[config.mk]
export PLATFORM = sky130hd
export DESIGN_NAME = fetch_unit
export DESIGN_NICKNAME = d
export VERILOG_FILES = /design/src/rtl/fetch_unit.sv
export SDC_FILE = /design/constraint.sdc
export NUM_CORES = 1
export LEC_CHECK = 0
export CORE_UTILIZATION = 49
export CTS_CLUSTER_DIAMETER = 200
export DETAILED_ROUTE_END_ITERATION = 8
export PLACE_DENSITY = 0.82
export SLEW_MARGIN = 25
export SYNTH_ARGS = -nofsm -noshare
export SYNTH_HDL_FRONTEND = slang
export SYNTH_SLANG_ARGS = --single-unit
[constraint.sdc]
create_clock -name clk -period 2.5 [get_ports clk]
set_clock_uncertainty 0.05 [all_clocks]
set_input_delay 0.375 -clock clk [delete_from_list [all_inputs] [get_ports clk]]
set_output_delay 0.375 -clock clk [all_outputs]
set_load 0.01 [all_outputs]
[src/rtl/fetch_unit.sv]
// Instruction-fetch stage: owns the PC, issues one imem read at a time, hands the word to decode.
// Optional misaligned-redirect trap is enabled by defining FETCH_MISALIGN_TRAP_EN.
module fetch_unit #(
   parameter int              XLEN     = 32,
   parameter logic [XLEN-1:0] RESET_PC = '0
) (
   input  logic            clk,
   input  logic            rst_n,
   output logic            imem_req,
   output logic [XLEN-1:0] imem_addr,
   input  logic            imem_rvalid,
   input  logic [XLEN-1:0] imem_rdata,
   output logic            instr_valid,
   output logic [XLEN-1:0] instr,
   output logic [XLEN-1:0] instr_pc,
   input  logic            instr_ready,
   input  logic            redirect_en,
   input  logic [XLEN-1:0] redirect_pc
`ifdef FETCH_MISALIGN_TRAP_EN
   ,
   output logic            fetch_fault
`endif
);

   localparam logic [XLEN-1:0] NOP = XLEN'(32'h0000_0013);

`ifdef FETCH_MISALIGN_TRAP_EN
   typedef enum logic [1:0] { FETCH, WAIT, HOLD, TRAP } fetchState;
`else
   typedef enum logic [1:0] { FETCH, WAIT, HOLD } fetchState;
`endif

   fetchState       state;
   logic [XLEN-1:0] pc;
   logic [XLEN-1:0] redirTarget;
   logic [XLEN-1:0] nextPc;
   logic            reqTag;

   // JALR rule clears bit 0; without the trap, bit 1 is dropped as well.
   always_comb begin
`ifdef FETCH_MISALIGN_TRAP_EN
      redirTarget = redirect_pc & ~XLEN'(1);
`else
      redirTarget = redirect_pc & ~XLEN'(3);
`endif
      nextPc = redirect_en ? redirTarget : pc + XLEN'(4);
   end

   always_ff @(posedge clk or negedge rst_n) begin
      if (!rst_n) begin
         state       <= FETCH;
         pc          <= RESET_PC;
         imem_req    <= 1'b0;
         imem_addr   <= RESET_PC;
         instr_valid <= 1'b0;
         instr       <= NOP;
         instr_pc    <= RESET_PC;
         reqTag      <= 1'b0;
`ifdef FETCH_MISALIGN_TRAP_EN
         fetch_fault <= 1'b0;
`endif
      end else begin
         case (state)
            FETCH: begin
               // Out of reset the request pulse is raised here; after a
               // handshake it was already raised on the way into FETCH.
               if (imem_req) begin
                  imem_req <= 1'b0;
                  state    <= WAIT;
               end else begin
                  imem_req  <= 1'b1;
                  imem_addr <= pc;
                  reqTag    <= 1'b1;
               end
            end
            WAIT: begin
               if (imem_rvalid && reqTag) begin
                  instr       <= imem_rdata;
                  instr_pc    <= pc;
                  instr_valid <= 1'b1;
                  reqTag      <= 1'b0;
                  state       <= HOLD;
               end
            end
            HOLD: begin
               if (instr_ready) begin
                  instr_valid <= 1'b0;
`ifdef FETCH_MISALIGN_TRAP_EN
                  if (redirect_en && redirTarget[1]) begin
                     fetch_fault <= 1'b1;
                     state       <= TRAP;
                  end else begin
                     pc        <= nextPc;
                     imem_req  <= 1'b1;
                     imem_addr <= nextPc;
                     reqTag    <= 1'b1;
                     state     <= FETCH;
                  end
`else
                  pc        <= nextPc;
                  imem_req  <= 1'b1;
                  imem_addr <= nextPc;
                  reqTag    <= 1'b1;
                  state     <= FETCH;
`endif
               end
            end
`ifdef FETCH_MISALIGN_TRAP_EN
            TRAP: begin
               imem_req <= 1'b0;
            end
`endif
            default: state <= FETCH;
         endcase
      end
   end

endmodule
==> results.cfg <==
[cts]
cts-buffers-inserted = 17
h-tree-depth = 4
cts_tree = yes
root_buffer = clkbuf_16
post-cts-setup-buffer-count = 0
cts.sinks = 133
clock_path_buffers = 2
clock_latency_ns = 0.42
clk_pin_slew_ns = 0.06

[worst_setup_path]
cp-start-kind = flip-flop
crit_required_ns = 2.77
cp_max_fo = 13
worstRegToRegCells = 7
r2r_start = pc[2]
arrival_ns = 2.53
regToRegSetupSlack_ns = 0.23
cp-end-kind = flip-flop
r2r_end = imem_addr[26]
critPathKind = flip-flop to flip-flop

[sta]
maxSlewViolCount = 0
post-route-period-util = 0.906
hold_slack_ns = 0.341
rsz0062_at_grt = false
worstMarginPinSlew_ns = 0.665
setup_tns_ns = 0
finalHoldViolCount = 0
max_slew_margin = 0.553
clock.fmax_mhz = 441
fin_crit_ns = 2.27
setup_violations = 0

[cells_and_area]
final_nets = 863
layout-drive-gt1-share = 0.161
finalCoreUtilization = 0.701
syn_to_final_growth_pct = 38.2
antenna_cells = 0

[synth]
synthFlopType = dfrtp_1
syn-mean-instance-area_um2 = 10.1
ys_ff_latch = 133
ys_types = 62
syn_nets = 711
ys_async_sr_fraction = 1.00
syn_area_um2 = 6450
ys.warnings.count = 0
yosysSeqAreaShare = 0.516
postSynthCellCount = 641
synth_edf_count = 0

[grt]
antenna_found_initial = 0
grt_pass1_wl_um = 28600
grt_max_degree = 80
track_usage = 0.276
grt_pass1_vias = 5676
overflow = 0

[floorplan]
die-area_um2 = 13600
io_pins = 167
die_h_um = 117
start_util = 0.507
core_area_um2 = 12700
die_w_um = 117
rows = 41

[power_and_ir_drop]
peakVddDrop_mv = 0.578
cellPowerDensity_nw_per_um2 = 991
leakage_nw = 3.74

[detailed_routing]
wl_met3_um = 1550
wl_per_cell_um = 18.6
vias_per_cell = 5.89
drc = 0
via_count = 5756
topRoutingLayerUsed = met4
routed_wl_um = 18200
drtIter0Drc = 516
wl_met2_um = 8650
drt-met1-wl_um = 7560
firstDrtPassIters = 5
ant_nets = 0

[placement]
numPortBuffers = 164
dpl.hpwl_um = 12300
gp_congestion = 0.859

[worst_hold_path]
hp-class = input pin to asynchronous set/reset pin

[flow_run]
drv_cap = 0

[run_status]
status = completed
[critical path: stages, from the launching register on]
cell and delay, ns:
dfrtp_1 0.46, ha_1 0.30, and4_1 0.27, nand2_1 0.15
nor4_2 0.32, buf_4 0.24, a31oi_1 0.11, a311oi_1 0.26
[worst max-delay path by stage]
stage | startpoint | end | slack, ns | depth (start not counted)
floorplan | pc[2] | imem_addr[26] | 0.50 | 7
global placement | instr_ready | imem_addr[31] | 0.21 | 6
detailed placement | instr_ready | imem_addr[31] | 0.16 | 6
CTS | pc[2] | imem_addr[26] | 0.27 | 7
global route | pc[2] | imem_addr[26] | 0.09 | 7
finish | pc[2] | imem_addr[26] | 0.23 | 7
[where the power goes]
group | total (mW) | switching, mW | internal, mW | leakage (nW)
logic | 2.91 | 1.14 | 1.76 | 1.80
clock network | 2.38 | 0.935 | 1.44 | 0.278
registers | 3.56 | 0.614 | 2.95 | 1.67
[synthesized netlist by cell type, types with 4 or more instances]
| library cell | n | area, um2 |
|---|---|---|
| nor4_1 | 4 | 25.0 |
| nor2_1 | 42 | 158 |
| a311oi_1 | 10 | 87.6 |
| o221ai_1 | 4 | 35.0 |
| and3_1 | 7 | 43.8 |
| o21ai_0 | 61 | 305 |
| o22a_1 | 4 | 35.0 |
| nor3_1 | 23 | 115 |
| mux2_2 | 54 | 608 |
| or3_1 | 4 | 25.0 |
| a31oi_1 | 5 | 31.3 |
| dfrtp_1 | 130 | 3250 |
| nand2b_1 | 4 | 25.0 |
| nand3_1 | 12 | 60.1 |
| nand2_1 | 57 | 214 |
| a21oi_1 | 41 | 205 |
| a22oi_1 | 8 | 60.1 |
| and4_1 | 7 | 61.3 |
| inv_1 | 16 | 60.1 |
| o22ai_1 | 6 | 37.5 |
| and2_1 | 5 | 31.3 |
| clkbuf_1 | 41 | 154 |
| nand4_1 | 11 | 68.8 |
| buf_1 | 4 | 15.0 |
| buf_2 | 7 | 35.0 |
| a211oi_1 | 7 | 52.6 |
| a2bb2oi_1 | 4 | 35.0 |
[layout make-up]
cell class / instances / area (um2)
Clock buffer: 20 / 467
Tap cell: 172 / 215
Fill cell: 947 / 3800
Inverter: 16 / 60.1
Timing Repair Buffer: 187 / 1900
Clock inverter: 12 / 104
Multi-Input combinational cell: 438 / 2850
Sequential cell: 133 / 3330
[cells by family after synthesis]
kind of cell | Yosys count | share of synthesized area
mux | 57 | 0.0989
xor+xnor | 5 | 0.00679
buf+inv | 70 | 0.0438
compound gates | 180 | 0.178
simple gates | 195 | 0.155
flops | 133 | 0.516
fa+ha+maj | 1 | 0.00194
[metal layers]
metal,up-vias,global-route usage
li1,2644,-
met1,2765,0.365
met2,308,0.440
met3,39,0.0602
met4,0,0.123
met5,-,0
[per-stage QoR]
| step | power, mW | area (um2) | std cells | setup WS (ns) |
|---|---|---|---|---|
| after floorplan | 4.65 | 6450 | 641 | 0.502 |
| final | 8.84 | 8920 | 978 | 0.234 |
| after global routing | 9.32 | 8920 | 978 | 0.0858 |
| after detailed placement | 6.49 | 8340 | 945 | 0.162 |
| after global placement | 6.34 | 8340 | 945 | 0.206 |
| after CTS | 8.89 | 8920 | 978 | 0.265 |
[sequential cells by signal (all words and copies together), names as in the netlist]
name,cells
instr,32
imem_addr,32
state,2
instr_valid,1
instr_pc,32
reqTag,1
imem_req,1
pc,32
[cells in the final DEF, fill, tap and decap left out, types with 6 or more instances in the layout]
| master | instances |
|---|---|
| a22oi_1 | 8 |
| a211oi_1 | 7 |
| mux2_2 | 54 |
| buf_4 | 15 |
| inv_1 | 16 |
| a21oi_1 | 41 |
| dfrtp_1 | 130 |
| nand2_1 | 57 |
| nor3_1 | 23 |
| and4_1 | 7 |
| buf_12 | 7 |
| o21ai_0 | 61 |
| a311oi_1 | 10 |
| o22ai_1 | 6 |
| nor2_1 | 41 |
| nand3_1 | 12 |
| nand4_1 | 11 |
| and3_1 | 7 |
| clkdlybuf4s50_1 | 162 |
| clkbuf_16 | 17 |
[timing repair]
| action | in CTS | in global routing |
|---|---|---|
| endpoints found under the hold margin | 22 | 0 |
| gates resized for setup | 0 | 0 |
| hold buffers | 1 | 0 |
(Power assumes the default switching activity.)
